### src/rtl/slon_stream_gen.sv
// rtl/slon_stream_gen.sv - multi-channel test pattern source with divided output clock
// Optional word/underrun statistics counters: define SLON_STREAM_GEN_STATS_EN.
module slon_stream_gen #(
    parameter int                    DOUT_WIDTH = 8,
    parameter int                    CH_NUM     = 2,
    parameter int                    CLK_FACTOR = 8,
    parameter int                    FIFO_DEPTH = 16,
    parameter logic [DOUT_WIDTH-1:0] LFSR_POLY  = 8'hB8
) (
    input  logic                         clk,
    input  logic                         rst_n,
    input  logic                         enable,
    input  logic [1:0]                   mode,
    input  logic [DOUT_WIDTH-1:0]        seed,
    output logic                         out_clk,
    output logic [CH_NUM*DOUT_WIDTH-1:0] dout,
    output logic                         dout_valid,
    output logic                         underrun,
    output logic                         busy
`ifdef SLON_STREAM_GEN_STATS_EN
    ,
    output logic [31:0]                  word_cnt,
    output logic [15:0]                  underrun_cnt
`endif
);
    localparam int W  = DOUT_WIDTH;
    localparam int WW = CH_NUM * DOUT_WIDTH;
    localparam int CW = $clog2(CLK_FACTOR);
    localparam int AW = $clog2(FIFO_DEPTH);

    typedef enum logic [1:0] {S_IDLE, S_LOAD, S_RUN, S_DRAIN} state_t;

    state_t         state, state_nx;
    logic [CW-1:0]  div_cnt;
    logic           tick, div_last;
    logic [1:0]     mode_q;
    logic [WW-1:0]  mem [FIFO_DEPTH];
    logic [AW-1:0]  wr_ptr, rd_ptr;
    logic [AW:0]    level;
    logic           fifo_empty, fifo_full, push, pop;
    logic [WW-1:0]  gen_word;

    assign tick     = (div_cnt == CW'(CLK_FACTOR/2 - 1));
    assign div_last = (div_cnt == CW'(CLK_FACTOR - 1));

    always_ff @(posedge clk or negedge rst_n) begin
        if (!rst_n) begin
            div_cnt <= '0;
            out_clk <= 1'b0;
        end else begin
            div_cnt <= div_last ? '0 : div_cnt + CW'(1);
            if (tick)
                out_clk <= 1'b1;
            else if (div_last)
                out_clk <= 1'b0;
        end
    end

    always_ff @(posedge clk or negedge rst_n) begin
        if (!rst_n)
            state <= S_IDLE;
        else
            state <= state_nx;
    end

    always_comb begin
        state_nx = state;
        case (state)
            S_IDLE:  if (enable) state_nx = S_LOAD;
            S_LOAD:  state_nx = S_RUN;
            S_RUN:   if (!enable) state_nx = S_DRAIN;
            S_DRAIN: begin
                if (enable)
                    state_nx = S_RUN;
                else if (tick && fifo_empty)
                    state_nx = S_IDLE;
            end
            default: state_nx = S_IDLE;
        endcase
    end

    assign busy = (state != S_IDLE);

    always_ff @(posedge clk or negedge rst_n) begin
        if (!rst_n)
            mode_q <= 2'd0;
        else if (state == S_LOAD)
            mode_q <= mode;
    end

    // Each channel holds the word it will push next; it only advances on a push, so a full FIFO stalls it.
    for (genvar k = 0; k < CH_NUM; k++) begin : g_ch
        localparam logic [W-1:0] CH_IDX    = W'(k);
        localparam logic [W-1:0] WALK_INIT = W'(1) << (k % W);
        logic [W-1:0] gen_q, gen_init, gen_next, lfsr_init;

        assign lfsr_init = ((seed ^ CH_IDX) == '0) ? W'(1) : (seed ^ CH_IDX);

        always_comb begin
            gen_init = seed;
            gen_next = gen_q;
            case (mode)
                2'd0:    gen_init = seed + CH_IDX;
                2'd1:    gen_init = lfsr_init;
                2'd2:    gen_init = WALK_INIT;
                default: gen_init = seed;
            endcase
            case (mode_q)
                2'd0:    gen_next = gen_q + W'(1);
                2'd1:    gen_next = gen_q[0] ? ((gen_q >> 1) ^ LFSR_POLY) : (gen_q >> 1);
                2'd2:    gen_next = {gen_q[W-2:0], gen_q[W-1]};
                default: gen_next = gen_q;
            endcase
        end

        always_ff @(posedge clk or negedge rst_n) begin
            if (!rst_n)
                gen_q <= '0;
            else if (state == S_LOAD)
                gen_q <= gen_init;
            else if (push)
                gen_q <= gen_next;
        end

        assign gen_word[k*W +: W] = gen_q;
    end

    assign fifo_empty = (level == '0);
    assign fifo_full  = (level == (AW+1)'(FIFO_DEPTH));
    assign push       = (state == S_RUN) && !fifo_full;
    assign pop        = tick && !fifo_empty;

    always_ff @(posedge clk) begin
        if (push)
            mem[wr_ptr] <= gen_word;
    end

    always_ff @(posedge clk or negedge rst_n) begin
        if (!rst_n) begin
            wr_ptr <= '0;
            rd_ptr <= '0;
            level  <= '0;
        end else begin
            if (push)
                wr_ptr <= wr_ptr + AW'(1);
            if (pop)
                rd_ptr <= rd_ptr + AW'(1);
            case ({push, pop})
                2'b10:   level <= level + (AW+1)'(1);
                2'b01:   level <= level - (AW+1)'(1);
                default: level <= level;
            endcase
        end
    end

    always_ff @(posedge clk or negedge rst_n) begin
        if (!rst_n) begin
            dout       <= '0;
            dout_valid <= 1'b0;
            underrun   <= 1'b0;
        end else if (tick) begin
            dout_valid <= !fifo_empty;
            if (!fifo_empty)
                dout <= mem[rd_ptr];
            if (fifo_empty && state == S_RUN)
                underrun <= 1'b1;
        end
    end

`ifdef SLON_STREAM_GEN_STATS_EN
    always_ff @(posedge clk or negedge rst_n) begin
        if (!rst_n) begin
            word_cnt     <= '0;
            underrun_cnt <= '0;
        end else if (tick) begin
            if (!fifo_empty)
                word_cnt <= word_cnt + 32'd1;
            if (fifo_empty && state == S_RUN && underrun_cnt != 16'hFFFF)
                underrun_cnt <= underrun_cnt + 16'd1;
        end
    end
`endif

endmodule

### config.mk
export PLATFORM = sky130hd
export DESIGN_NAME = slon_stream_gen
export DESIGN_NICKNAME = d
export VERILOG_FILES = /design/src/rtl/slon_stream_gen.sv
export SDC_FILE = /design/constraint.sdc
export NUM_CORES = 1
export LEC_CHECK = 0
export ABC_AREA = 0
export CAP_MARGIN = 20
export CORE_ASPECT_RATIO = 0.75
export CORE_UTILIZATION = 47
export DETAILED_ROUTE_END_ITERATION = 12
export PLACE_DENSITY = 0.66
export SYNTH_ARGS = -nofsm -noshare
export SYNTH_HDL_FRONTEND = slang
export SYNTH_SLANG_ARGS = --single-unit
### constraint.sdc
create_clock -name clk -period 3 [get_ports clk]
set_input_delay 0.45 -clock clk [delete_from_list [all_inputs] [get_ports clk]]
set_output_delay 0.45 -clock clk [all_outputs]
set_load 0.02 [all_outputs]
==> Word level (Yosys, flattened, before mapping) <==
Memories as Yosys holds them, arrays and structs flattened. A register that Yosys moved wholly into a read port is not among the register bits.
Index checks and enable logic that the tools add are counted.
{ "word_totals": {"register_bits": 39, "mem_bits_rw": 256, "inputBits": 13, "output_inout_bits": 20, "memories": 1} }
{ "memory_table": {"columns": ["name", "words", "width", "rd", "rd_clocked_by_memory_dff", "write_ports", "line_no", "rtl"], "rows": [
  ["mem", 16, 16, 1, 1, 1, "37", "logic [WW-1:0] mem [FIFO_DEPTH];"]
]} }
{ "classes": {"n_addsub": 8, "eq_ne": 15, "muxes": 23, "bitwise_logic": 4, "n_reduce_logical": 22} }
{ "ops": {"columns": ["op", "count"], "rows": [
  ["$pmux W8 S3", 3],
  ["$mux W8", 8],
  ["$add A8 B1 Y8 const B", 3],
  ["$logic_not A8 Y1", 2],
  ["$pmux W8 S2", 1],
  ["$eq A2 B2 Y1 const B", 5],
  ["$pmux W5 S2", 1],
  ["$add A4 B1 Y4 const B", 2],
  ["$eq A2 B1 Y1 const B", 4],
  ["$mux W2", 4],
  ["$not A3 Y4", 2],
  ["$pmux W2 S4", 1],
  ["$reduce_bool A2 Y1", 4],
  ["$logic_not A2 Y1", 3],
  ["$reduce_and A2 Y1", 3],
  ["$add A5 B1 Y5 const B", 1],
  ["$eq A5 B5 Y1 const B", 1],
  ["$logic_not A5 Y1", 1],
  ["$sub A5 B1 Y5 const B", 1],
  ["$logic_and A1 B1 Y1", 4],
  ["$mux W1", 4],
  ["$ne A2 B2 Y1 const B", 2],
  ["$reduce_bool A4 Y1", 1],
  ["$add A3 B1 Y3 const B", 1],
  ["other kinds (7)", 10]
]} }

==> Longest topological paths before layout <==
Gate-level depths: netlist of run 1.
{ "depth": {"ltp_word": 5, "mapped_depth": 13} }

==> Least setup slack after synthesis of run 1 <==
Ideal clock, no wire load.
{ "synth_path": {"path_type": "reg-to-reg", "from": "register level[1]", "to": "register level[4]", "setup_ps": 124, "arrival_ps": 2666, "required_time_ps": 2876, "slack_ps": 210, "path_stages_with_launch": 14, "path_buffers": 3, "synth_period_minus_slack_ps": 2790, "cell_sequence": "dfrtp_1 -> buf_6 -> or4_4 -> buf_6 -> o21ai_2 -> inv_2 -> ha_1 -> clkbuf_1 -> xor2_1 -> ha_1 -> o21a_1 -> o21ai_0 -> a21oi_1 -> xnor2_1"} }
{ "synth_between": {"elab_chain_len": 5, "elab_cells_between_ends": 12, "cone_classes": "add/sub: 2; eq/ne: 3; mux: 1; reduce/logical: 6"} }
{ "synth_rtl": {"columns": ["item", "line_no", "rtl"], "rows": [
  ["start, declared", "39", "logic [AW:0] level;"],
  ["start signal, assigned", "149", "2'b10: level <= level + (AW+1)'(1);"],
  ["start signal, assigned", "150", "2'b01: level <= level - (AW+1)'(1);"],
  ["start signal, assigned", "151", "default: level <= level;"],
  ["$logic_not A5 Y1 *", "128", "assign fifo_empty = (level == '0);"],
  ["$logic_not A1 Y1 *", null, null],
  ["$logic_and A1 B1 Y1 *", "131", "assign pop = tick && !fifo_empty;"],
  ["named net pop", "40", "logic fifo_empty, fifo_full, push, pop;"],
  ["$eq A2 B1 Y1 / $eq A2 B2 Y1 (equally long branches)", "148", "case ({push, pop})"],
  ["$pmux W5 S2 / $reduce_bool A2 Y1 (equally long branches)", null, null]
]} }
The timed path passes the listed nets; every way through them passes the cells marked *.
A chain may end at the register's enable or synchronous reset.

==> Worst setup path after layout of run 1 <==
{ "layout_path": {"from": "register level[2]", "to": "register level[4]"} }
{ "layout_between": {"elab_chain_len": 5, "elab_cells_between_ends": 12, "cone_classes": "add/sub: 2; eq/ne: 3; mux: 1; reduce/logical: 6"} }
{ "layout_rtl": {"columns": ["item", "line_no"], "rows": [
  ["$eq A5 B5 Y1 / $logic_not A5 Y1 (equally long branches)", "129, 128"],
  ["$logic_not A1 Y1 (on tied branches)", null],
  ["$logic_and A1 B1 Y1 (on tied branches)", "130, 131"],
  ["$eq A2 B1 Y1 / $eq A2 B2 Y1 (equally long branches)", "148"],
  ["$pmux W5 S2 / $reduce_bool A2 Y1 (equally long branches)", null]
]} }
Several ways; a longest one is shown, not always the timed one.

==> results of run 1 <==
worst reg2reg max path: stages (launching register included):
cell     delay (ns)
dfrtp_1        0.46
or4_4          0.62
o21a_1         0.22
inv_2          0.13
ha_1           0.35
xor2_1         0.12
ha_1           0.23
o21a_1         0.18
o21ai_0        0.14
a21oi_1        0.10
xnor2_1        0.12
worst max-delay path by stage:
stage | start | to | slack, ns | depth (start not counted)
4_1_cts | level[2] | level[4] | 0.22 | 10
2_1_floorplan | level[1] | level[4] | 0.21 | 13
3_3_place_gp | level[2] | level[4] | 0.24 | 10
6_report | level[2] | level[4] | 0.23 | 10
3_5_place_dp | level[2] | level[4] | 0.23 | 10
5_1_grt | level[2] | level[2] | 0.09 | 10
Yosys cell counts (16+ instances only):
master / number / share of area [%]
dfrtp_1: 55 / 10
a21oi_1: 19 / 0.72
o221ai_1: 17 / 1.1
nor2_1: 20 / 0.57
o21ai_0: 32 / 1.2
ha_1: 25 / 2.4
edfxtp_1: 256 / 58
clkbuf_1: 26 / 0.74
nand2_1: 60 / 1.7
mux2i_1: 17 / 1.3
xor2_1: 16 / 1.1
inv_1: 16 / 0.45
mux4_2: 64 / 11
state kept, by name, summed over array words and instances, names as in the netlist:
signal	count
mem	256
dout	16
g_ch.gen_q	16
level	5
rd_ptr	4
wr_ptr	4
div_cnt	3
mode_q	2
state	2
dout_valid	1
out_clk	1
underrun	1
power by group through the flow:
stage | Combinational [mW] | Clock, mW | Sequential (mW)
detailed placement | 4.24 | 0 | 6.80
CTS | 4.26 | 3.38 | 6.71
floorplan | 2.95 | 0 | 6.52
global route | 4.58 | 3.53 | 6.83
finish | 4.24 | 3.30 | 6.71
global placement | 4.19 | 0 | 6.72
routing by layer:
metal  vias to the layer above  track usage (%)
met2                       223             30.6
met5                         -                0
met3                        37             3.42
met1                      3653             29.2
met4                         0             3.90
li1                       3194                -
area by class of cell:
cell class / instances / area [µm²]
fill: 2147 / 12500
sequential: 311 / 9070
multi-input combinational: 413 / 3850
clock buffer: 40 / 746
timing repair buffer: 58 / 536
tap: 351 / 439
clock inverter: 11 / 86.3
inverter: 18 / 67.6
cells by family (layout without fill, tap and decap cells):
family,after synthesis,after routing,share of synthesized area [%]
and+or+nand+nor,145,145,5.42
buffers and inverters,65,127,2.23
xor gates and xnor gates,31,31,2.05
adders and majority gates,25,25,2.37
AOI/OAI and AO/OA,127,127,6.80
muxes,85,85,12.5
DFF,311,311,68.6
==> summary.txt, run 1 <==
Run status
  • Status: completed

Drt
  • Antenna-violating nets left: 0
  • DRT iter0 DRCs: 834
  • DR pass1 iterations: 5
  • Wirelength per Cell: 22.9 µm
  • Drt via density: 5.91
  • Met2 routed WL: 12.7 mm
  • Top routing layer used: met4
  • Met3 wire length: 1.69 mm
  • Vias: 7107
  • Final WL: 27.5 mm
  • # DRC: 0
  • Met1 Wirelength: 12.7 mm

Clocking
  • CTS Hold Bufs: 0
  • Worst-Skew Late Latency: 0.55 ns
  • # H-tree levels: 1
  • Worst-path clk slew: 0.07 ns
  • Clock tree buffer depth: 3
  • # Post-CTS Setup Buffers: 0
  • CTS tree: built
  • Clk sinks: 311
  • CTS Root Cell: clkbuf_16
  • Total CTS buffers: 28
  • # resized after CTS: 0

Floorplan
  • Die area: 0.0288 mm²
  • Row cnt: 52
  • Die extent in y: 147 µm
  • Chip width: 196 µm
  • Initial core utilization: 48.4%
  • CORE AREA: 0.0273 mm²
  • # IOs: 33

Yosys
  • Synthesized area: 0.0132 mm²
  • Yosys cell types: 57
  • Synth Warn #: 0
  • Synth Instances: 789
  • Post-synthesis register bit count: 311
  • Post-synth EDFFs: 256
  • Fraction of registers with async set/reset: 17.7%
  • Ys flop type: edfxtp_1
  • Post-synthesis sequential area ratio: 68.6%
  • Syn_area_per_cell: 16.7 µm²
  • Syn Nets: 827

Timing
  • Final setup viols: 0
  • Setup Skew: 0.0162 ns
  • RSZ-0062 raised after global routing: no
  • Setup_tns: 0 ns
  • Final Hold Vio Count: 0
  • Max-slew violations: 0
  • Fmax: 361 MHz
  • Setup ws final: 0.229 ns
  • Final period util: 92.4%
  • WHS: 0.0665 ns
  • Worst-Margin Slew: 1.09 ns
  • Worst relative slew slack: 27.1%
  • Period minus WS final: 2.77 ns

Power
  • Fraction of power consumed by the clock network: 23.1%
  • Final Total Pwr: 14.2 mW
  • Peak supply drop: 0.600 mV
  • Seq pwr share: 47.1%
  • PD cells: 962 mW/mm²
  • Internal power: 9.59 mW
  • Comb power frac: 29.7%
  • Sw frac: 32.7%
  • P_leak: 5.10 nW
  • Switch Pwr: 4.65 mW

Placement
  • Dpl cells: 1151
  • IO buf count: 32
  • Gpl congestion: 0.873
  • Placement-stage cell area: 0.0140 mm²
  • Place WS: 0.234 ns
  • Dpl hpwl: 17.4 mm

Final layout
  • Final net count: 868
  • N_diodes: 0
  • P&R area growth vs syn: 12.0%
  • Final Non-Filler Cells: 1202
  • Post-Layout Inst Area: 0.0148 mm²
  • Share of layout cells above drive strength 1: 16.6%
  • Commonest non-fill, non-tap cell in the layout: edfxtp_1
  • Post-Route Utilization: 54.2%
  • Commonest cells after routing, fill and taps aside: edfxtp_1 (256), mux4_2 (64), nand2_1 (60), dfrtp_1 (53), o21ai_0 (32)

Run
  • Max Cap Viol: 0

Worst setup path
  • FF-to-FF Start: level[2]
  • CP Class: register to register
  • Cell family with most CP delay: compound AO/OA/AOI/OAI gates
  • CP startpoint kind: register
  • Worst-path maximum fanout: 7
  • Setup crit end kind: register
  • Worst EP arrival: 3.21 ns
  • Worst path slowest cell: or4_4
  • Worst reg2reg setup slack: 0.23 ns
  • Ordered cell list for the critical path: or4_4, o21a_1, inv_2, ha_1, xor2_1, ha_1, o21a_1, o21ai_0, a21oi_1, xnor2_1
  • WP data required: 3.44 ns
  • RR Endpoint: level[4]
  • Number of buffers and inverters on the critical path: 1
  • Worst path max stage delay: 0.62 ns
  • Reg2Reg Depth: 10

Worst hold path
  • Hold WC Path Type: input port to async pin

Global routing
  • Pin count of the biggest net entering global routing: 56
  • Antenna violations before repair: 0
  • Total gr overflow: 0
  • Overall Global Routing Usage: 19.6%
  • First-pass GRT wire length: 42.4 mm
  • Vias in the first global route: 7175
Note: power is estimated with default switching activity, not from simulation.
==> run 2: changes to the inputs <==
CTS_CLUSTER_SIZE = 12   (was default)
PLACE_DENSITY = 0.72   (was 0.66)
==> summary.txt, run 2 (same netlist as run 1, synthesis figures left out) <==
Run status
  • Status: completed

Timing
  • Final Hold Vio Count: 0
  • Setup_tns: 0 ns
  • RSZ-0062 raised after global routing: no
  • Final setup viols: 0
  • Setup Skew: 0.0184 ns
  • Final period util: 91.0%
  • Worst-Margin Slew: 1.11 ns
  • Worst relative slew slack: 26.2%
  • Max-slew violations: 0
  • Fmax: 366 MHz
  • Setup ws final: 0.270 ns
  • Period minus WS final: 2.73 ns

Clocking
  • Worst-Skew Late Latency: 0.55 ns
  • # resized after CTS: 0
  • CTS Root Cell: clkbuf_16
  • Worst-path clk slew: 0.06 ns
  • # Post-CTS Setup Buffers: 0
  • Clock tree buffer depth: 3
  • # H-tree levels: 1
  • Total CTS buffers: 30
  • CTS tree: built
  • CTS Hold Bufs: 0
  • Clk sinks: 311

Final layout
  • N_diodes: 0
  • Share of layout cells above drive strength 1: 17.0%
  • Post-Layout Inst Area: 0.0150 mm²
  • Flip-flop count of the largest register after layout: 256
  • Final net count: 874
  • Regs by FF count: mem (256), dout (16), g_ch.gen_q (16)
  • Top reg by flops: mem
  • P&R area growth vs syn: 13.3%
  • Commonest cells after routing, fill and taps aside: edfxtp_1 (256), mux4_2 (64), nand2_1 (60), dfrtp_1 (53), o21ai_0 (32)
  • Commonest non-fill, non-tap cell in the layout: edfxtp_1

Worst setup path
  • CP Class: register to register
  • CP startpoint kind: register
  • Worst-path maximum fanout: 8
  • WP data required: 3.46 ns
  • Setup crit end kind: register
  • Worst reg2reg setup slack: 0.27 ns
  • Critical path origin: level[2]
  • Worst EP arrival: 3.19 ns
  • RR Endpoint: level[4]
  • Reg2Reg Depth: 10
  • FF-to-FF Start: level[2]

Power
  • P_leak: 5.17 nW
  • Final Total Pwr: 14.5 mW
  • PD cells: 967 mW/mm²
  • Peak supply drop: 0.541 mV

Placement
  • Place WS: 0.305 ns
  • IO buf count: 32
  • Dpl hpwl: 17.3 mm
  • Gpl congestion: 0.839
  • Placement-stage cell area: 0.0140 mm²

Global routing
  • First-pass GRT wire length: 43.2 mm
  • Antenna violations before repair: 0
  • Vias in the first global route: 7095
  • Overall Global Routing Usage: 19.9%
  • Total gr overflow: 0
  • Pin count of the biggest net entering global routing: 56

Drt
  • Wirelength per Cell: 23.0 µm
  • # DRC: 0
  • Final WL: 27.9 mm
  • Antenna-violating nets left: 0
  • Drt via density: 5.94
  • Vias: 7196
  • DR pass1 iterations: 5
  • DRT iter0 DRCs: 756

Worst hold path
  • Hold WC Path Type: input port to async pin

Floorplan
  • # IOs: 33
  • CORE AREA: 0.0273 mm²
  • Row cnt: 52
  • Die area: 0.0288 mm²
  • Initial core utilization: 48.4%
  • Die extent in y: 147 µm
  • Chip width: 196 µm

Run
  • Max Cap Viol: 0
-- run 2: cell types whose count changed in the layout (fill, tap and decap cells not counted), moves of 2 or more --
cell / previous run / this run
clkinv_1: 6 / 1
buf_12: 2 / 5
clkbuf_16: 28 / 31
clkbuf_8: 0 / 2
buf_16: 0 / 2
clkbuf_1: 12 / 21
-- run 2: worst max path at each step --
stage,end,cells past startpoint
2_1_floorplan,level[4],13
3_3_place_gp,level[4],10
3_5_place_dp,level[4],10
4_1_cts,level[4],10
5_1_grt,level[4],10
6_report,level[4],10
-- run 2: power by group --
part,internal (mW),switching (mW)
Sequential,5.83,0.870
Combinational,2.01,2.28
Clock,1.97,1.51
-- run 2: worst max-delay path: stages, from the launching register on --
cell and delay [ns]:
dfrtp_1 0.45, or4_4 0.62, o21a_1 0.30, inv_2 0.16, ha_1 0.19, buf_4 0.15, ha_1 0.26, a31oi_1 0.15
nor3_1 0.06, a21oi_1 0.16, xnor2_1 0.13
-- run 2: cell type report --
class / count / area (µm²)
Fill cell: 2114 / 12400
Sequential cell: 311 / 9070
Multi-Input combinational cell: 413 / 3850
Clock buffer: 54 / 882
Timing Repair Buffer: 62 / 643
Tap cell: 351 / 439
Inverter: 18 / 67.6
Clock inverter: 2 / 8.76
-- run 2: metal layers --
| layer | wire (µm) | global-route usage, % | up-vias |
|---|---|---|---|
| li1 | - | - | 3203 |
| met1 | 13000 | 30.8 | 3705 |
| met2 | 12500 | 29.7 | 259 |
| met3 | 2000 | 3.31 | 29 |
| met4 | 426 | 4.33 | 0 |
| met5 | 0 | 0 | - |
-- run 2: per-stage QoR --
stage                     utilization (%)  hold slack, ns  cells
after CTS                            54.6          0.0909   1209
after floorplan                         -           0.154    789
after detailed placement             51.3           0.455   1153
final                                54.8          0.0778   1211
after global placement               51.3           0.449   1153
after global routing                 54.8           0.128   1211
